### src/rtl/spi_master.sv
// SPI initiator: serialises 10-bit command words on MOSI under SS_n and captures 8-bit read replies.
// Optional SPI_SEQ_CHECK_EN adds a sticky rd-addr/rd-data sequencing error flag on cmd_err.
module spi_master #(
    parameter int TURNAROUND = 2,
    parameter int IDLE_GAP   = 1
) (
    input  logic       clk,
    input  logic       rst,
    input  logic       cmd_valid,
    output logic       cmd_ready,
    input  logic [9:0] cmd_data,
    output logic       rd_valid,
    output logic [7:0] rd_data,
    output logic       busy,
    output logic       SS_n,
    output logic       MOSI,
    input  logic       MISO,
    output logic       cmd_err
);

    typedef enum logic [2:0] {
        S_IDLE, S_SEL, S_CMD, S_SHIFT, S_TURN, S_RX, S_HOLD, S_END
    } state_t;

    localparam logic [1:0] OP_RD_ADDR = 2'b10;
    localparam logic [1:0] OP_RD_DATA = 2'b11;
    localparam logic [3:0] TURN_LOAD  = 4'(TURNAROUND - 1);
    localparam logic [3:0] GAP_LOAD   = 4'(IDLE_GAP - 1);

    state_t     state_q, state_d;
    logic [9:0] word_q;
    logic [3:0] bit_cnt;
    logic [3:0] turn_cnt;
    logic [2:0] rx_cnt;
    logic [6:0] rx_shift;
    logic [3:0] gap_cnt;
    logic       accept;
    logic       is_read;

    assign accept  = cmd_valid && cmd_ready;
    assign is_read = (word_q[9:8] == OP_RD_DATA);

    // NOTE: sequential state uses non-blocking assignments so every register samples pre-edge values.
    always_ff @(posedge clk or posedge rst) begin
        if (rst) state_q <= S_IDLE;
        else     state_q <= state_d;
    end

    // NOTE: the default assignment at the top keeps this block free of inferred latches.
    always_comb begin
        state_d = state_q;
        case (state_q)
            S_IDLE:  if (accept) state_d = S_SEL;
            S_SEL:   state_d = S_CMD;
            S_CMD:   state_d = S_SHIFT;
            S_SHIFT: if (bit_cnt == 4'd0) state_d = is_read ? S_TURN : S_HOLD;
            S_TURN:  if (turn_cnt == 4'd0) state_d = S_RX;
            S_RX:    if (rx_cnt == 3'd7) state_d = S_END;
            S_HOLD:  state_d = S_END;
            S_END:   state_d = S_IDLE;
            default: state_d = S_IDLE;
        endcase
    end

    // Pins decode straight from the state register so SS_n rises as soon as rst asserts.
    always_comb begin
        SS_n      = 1'b1;
        MOSI      = 1'b0;
        busy      = 1'b1;
        cmd_ready = 1'b0;
        rd_valid  = 1'b0;
        case (state_q)
            S_IDLE: begin
                busy      = 1'b0;
                cmd_ready = (gap_cnt == 4'd0);
            end
            S_SEL, S_TURN, S_RX, S_HOLD: SS_n = 1'b0;
            S_CMD: begin
                SS_n = 1'b0;
                MOSI = word_q[9];
            end
            S_SHIFT: begin
                SS_n = 1'b0;
                MOSI = word_q[bit_cnt];
            end
            S_END:   rd_valid = is_read;
            default: ;
        endcase
    end

    always_ff @(posedge clk or posedge rst) begin
        if (rst) begin
            word_q   <= '0;
            bit_cnt  <= '0;
            turn_cnt <= '0;
            rx_cnt   <= '0;
            rx_shift <= '0;
            gap_cnt  <= '0;
            rd_data  <= '0;
        end else begin
            if (accept) word_q <= cmd_data;
            case (state_q)
                S_IDLE: if (gap_cnt != 4'd0) gap_cnt <= gap_cnt - 4'd1;
                S_SEL:  rx_cnt <= '0;
                S_CMD:  bit_cnt <= 4'd9;
                S_SHIFT: begin
                    bit_cnt <= bit_cnt - 4'd1;
                    if (bit_cnt == 4'd0) turn_cnt <= TURN_LOAD;
                end
                S_TURN: turn_cnt <= turn_cnt - 4'd1;
                S_RX: begin
                    rx_shift <= {rx_shift[5:0], MISO};
                    rx_cnt   <= rx_cnt + 3'd1;
                    // The last sample goes straight into rd_data so it appears together with rd_valid.
                    if (rx_cnt == 3'd7) rd_data <= {rx_shift, MISO};
                end
                S_END:  gap_cnt <= GAP_LOAD;
                default: ;
            endcase
        end
    end

`ifdef SPI_SEQ_CHECK_EN
    logic rd_pend;
    logic err_q;

    always_ff @(posedge clk or posedge rst) begin
        if (rst) begin
            rd_pend <= 1'b0;
            err_q   <= 1'b0;
        end else begin
            if (accept && ((cmd_data[9:8] == OP_RD_DATA && !rd_pend) ||
                           (cmd_data[9:8] == OP_RD_ADDR &&  rd_pend)))
                err_q <= 1'b1;
            if (state_q == S_END) begin
                if (word_q[9:8] == OP_RD_ADDR)      rd_pend <= 1'b1;
                else if (word_q[9:8] == OP_RD_DATA) rd_pend <= 1'b0;
            end
        end
    end

    assign cmd_err = err_q;
`else
    assign cmd_err = 1'b0;
`endif

endmodule

### config.mk
export PLATFORM = sky130hd
export DESIGN_NAME = spi_master
export DESIGN_NICKNAME = d
export VERILOG_FILES = /design/src/rtl/spi_master.sv
export SDC_FILE = /design/constraint.sdc
export NUM_CORES = 1
export LEC_CHECK = 0
export ABC_AREA = 1
export CAP_MARGIN = 30
export CORE_MARGIN = 4
export CORE_UTILIZATION = 58
export DETAILED_ROUTE_END_ITERATION = 12
export PLACE_DENSITY = 0.83
export SYNTH_ARGS = -nofsm -noshare
export SYNTH_HDL_FRONTEND = slang
export SYNTH_SLANG_ARGS = --single-unit
export TNS_END_PERCENT = 10
### constraint.sdc
create_clock -name clk -period 3.55 [get_ports clk]
set_clock_uncertainty 0.1 [all_clocks]
set_input_delay 0.8875 -clock clk [delete_from_list [all_inputs] [get_ports clk]]
set_output_delay 0.8875 -clock clk [all_outputs]
set_load 0.005 [all_outputs]
==> flow_summary.toml <==
[outcome]
status = "complete, no violations"

[synthesis]
synth-simple-area-share_pct = 19.8
syn-num-nets = 261
avgSynthCellArea_um2 = 8.89
syn-instance-count = 240
synthAdderAreaFrac_pct = 4.10
synth_warnings = 0
yosysSeqAreaShare_pct = 50.4
ys_types = 32
synth-xor-area-share_pct = 1.64
yosys_register_bits = 43
synth_top_family_by_area = "simple AND/OR/NAND/NOR gates"
synth_area_um2 = 2130
synth_compound_area_share_pct = 13.3
synth_edf_count = 0
synth_async_sr_flop_share_pct = 100
synth_top_flop_cell = "dfrtp_1"
synthMuxAreaShare_pct = 0.703

[clock_tree]
cts_tree = "built"
clk_pin_slew_ps = 80
cts_setup_buffers = 0
cts_buffer_depth = 2
htreeDepth = 2
numCtsBuffers = 5
clock-root-buffer = "clkbuf_8"
ctsHoldBuffers = 0
clk_latency_ps = 290
cts-resized-gates = 0
cts_sinks = 43

[critical_path]
critical_path_buf_inv_count = 2
max_stage_delay_ps = 490
crit_family = "buffers and inverters"
critPathMaxFanout = 10
r2r_slack_ps = 1670
crit_required_ps = 2560
cp_slowest_cell = "clkdlybuf4s50_1"
crit_type = "flip-flop to output port"
path_cells = "clkinv_1 > nand2_1 > nand3_1 > nand3_1 > nand3_1 > nand2_1 > nand2_1 > nand2_1 > clkdlybuf4s50_1"
cp-end-kind = "output port"
cp-start-kind = "flip-flop"
crit_top_cell = "nand2_1"
worstPathArrival_ps = 2010

[timing]
relSlewSlack_pct = 65.2
post-route-period-util_pct = 84.4
finalSetupTns_ps = 0
fin_crit_ps = 3000
finalHoldViolCount = 0
drv_slew = 0
fmax_mhz = 334
rsz0062_at_grt = "no"
finalSetupViolCount = 0
tightest_slew_ps = 522

[global_route]
grt_pass1_wl_um = 6650
grt_max_degree = 44
track_usage_pct = 18.9
grt_antenna_before_repair = 0
grt_remaining_overflow = 0
grt_pass1_vias = 1581

[power_and_ir_drop]
power.density_nw_per_um2 = 746
p_leak_nw = 1.25
peakVddDrop_v = 0.000580

[placement]
gp_congestion = 0.827
portBuffers = 26
dp_cells = 308
dp_hpwl_um = 2790

[drt]
postRouteAntennaNets = 0
dr.pass1.iters = 4
remaining_drc_errors = 0
vias = 1603
wirelength_um = 3800
drt_iter0_markers = 102
wire_per_inst_um = 12.0
post_drt_via_cell_ratio = 5.07

[final_layout]
instances_no_fill = 316
syn_to_final_growth_pct = 18.2
nets = 290
antenna_cells = 0
layout-drive-gt1-share_pct = 11.5

[floorplan]
die_x_um = 68.7
rows = 21
fp.dieH_um = 68.7
core_area_um2 = 3440
start_util_pct = 62.0
die_area_um2 = 4710
io_pins = 28

[min_path]
hp-class = "flip-flop to flip-flop"

[flow_run]
cap_viol_max_count = 0
[Yosys cell counts (2+ instances only)]
| master | instances | share of area (%) |
|---|---|---|
| nand2_1 | 47 | 8.3 |
| nand2_2 | 2 | 0.59 |
| a21oi_1 | 3 | 0.70 |
| nor3_1 | 2 | 0.47 |
| o22ai_1 | 6 | 1.8 |
| ha_1 | 7 | 4.1 |
| inv_1 | 40 | 7.0 |
| inv_2 | 2 | 0.35 |
| a22o_1 | 2 | 0.82 |
| o21ai_1 | 2 | 0.47 |
| a21oi_2 | 9 | 3.7 |
| nor2_1 | 13 | 2.3 |
| nor2_4 | 3 | 1.6 |
| buf_6 | 2 | 1.1 |
| xnor2_1 | 2 | 0.82 |
| dfrtp_1 | 43 | 50 |
| xor2_1 | 2 | 0.82 |
| nand3_1 | 19 | 4.5 |
| o21ai_0 | 20 | 4.7 |
| nand2_4 | 2 | 1.1 |
[flip-flops by register name (all words and copies together), names as in the netlist]
name / cells
word_q: 10
rd_data: 8
rx_shift: 7
bit_cnt: 4
gap_cnt: 4
turn_cnt: 4
rx_cnt: 3
state_q: 3
[logic make-up after synthesis]
family                   Yosys count
AO/OA/AOI/OAI                     45
XOR/XNOR                           4
adder cells (fa/ha/maj)            7
buffers and inverters             48
flip-flops                        43
multiplexers                       1
other                              1
AND/OR/NAND/NOR                   91
[final cells by class]
cell class / instances / area [um^2]
flip-flops and latches: 43 / 1080
fillers: 272 / 920
multi-input cells: 149 / 847
repair buffers: 27 / 268
inverters: 43 / 161
clock buffers: 5 / 68.8
well taps: 46 / 57.6
clock inverters: 3 / 43.8
[worst min-delay path: stages, from the launching register on]
cell     delay, ps
dfrtp_1        350
nand2_1         50
o21ai_0         60
[power by group]
| group | total, W | leakage [nW] | switching [W] | internal, W |
|---|---|---|---|---|
| sequential | 0.000747 | 0.540 | 0.000102 | 0.000645 |
| combinational | 0.000759 | 0.650 | 0.000456 | 0.000302 |
| clock | 0.000374 | 0.0581 | 0.000165 | 0.000209 |
| total | 0.00188 | 1.25 | 0.000723 | 0.00116 |
[layer usage]
metal	track usage [%]	vias to the layer above	wire length, um
li1	-	822	-
met1	23.1	752	1760
met2	31.9	22	1860
met3	4.86	7	140
met4	6.70	0	45
met5	0	-	0
[final timing paths]
check	depth (start not counted)	startpoint	end
max in group asynchronous	3	rst	gap_cnt[3]$_DFFE_PP0P_
setup reg to reg	8	gap_cnt[0]$_DFFE_PP0P_	state_q[0]$_DFFE_PP0P_
setup / recovery	9	bit_cnt[0]$_DFFE_PP0P_	MOSI
min in group asynchronous	3	rst	rd_data[7]$_DFFE_PP0P_
hold reg to reg	2	rx_shift[4]$_DFFE_PP0P_	rx_shift[5]$_DFFE_PP0P_
hold / removal	2	rx_shift[4]$_DFFE_PP0P_	rx_shift[5]$_DFFE_PP0P_
[stage by stage]
stage / hold slack, ps / setup slack, ps / util (%) / cell area, um^2 / power, W
after floorplan: 353 / 1530 / - / 2130 / 0.00132
after global placement: 359 / 959 / 70.0 / 2410 / 0.00147
after detailed placement: 367 / 871 / 70.0 / 2410 / 0.00152
after CTS: 389 / 545 / 73.3 / 2520 / 0.00190
after global routing: 412 / 357 / 73.3 / 2520 / 0.00205
final: 385 / 554 / 73.3 / 2520 / 0.00188
[cells in the final DEF, fill, tap and decap left out, types with 2 or more instances in the layout]
cell and count:
nand2_1 47, dfrtp_1 43, inv_1 40, clkdlybuf4s50_1 26
o21ai_0 20, nand3_1 19, nor2_1 13, a21oi_2 9
ha_1 7, o22ai_1 6, clkbuf_8 5, nor2_4 3
a21oi_1 3, inv_2 2, nand2_4 2, nand2_2 2
xor2_1 2, a22o_1 2, nor3_1 2, o21ai_1 2
xnor2_1 2
No activity file was read; power rests on OpenSTA's default activity.
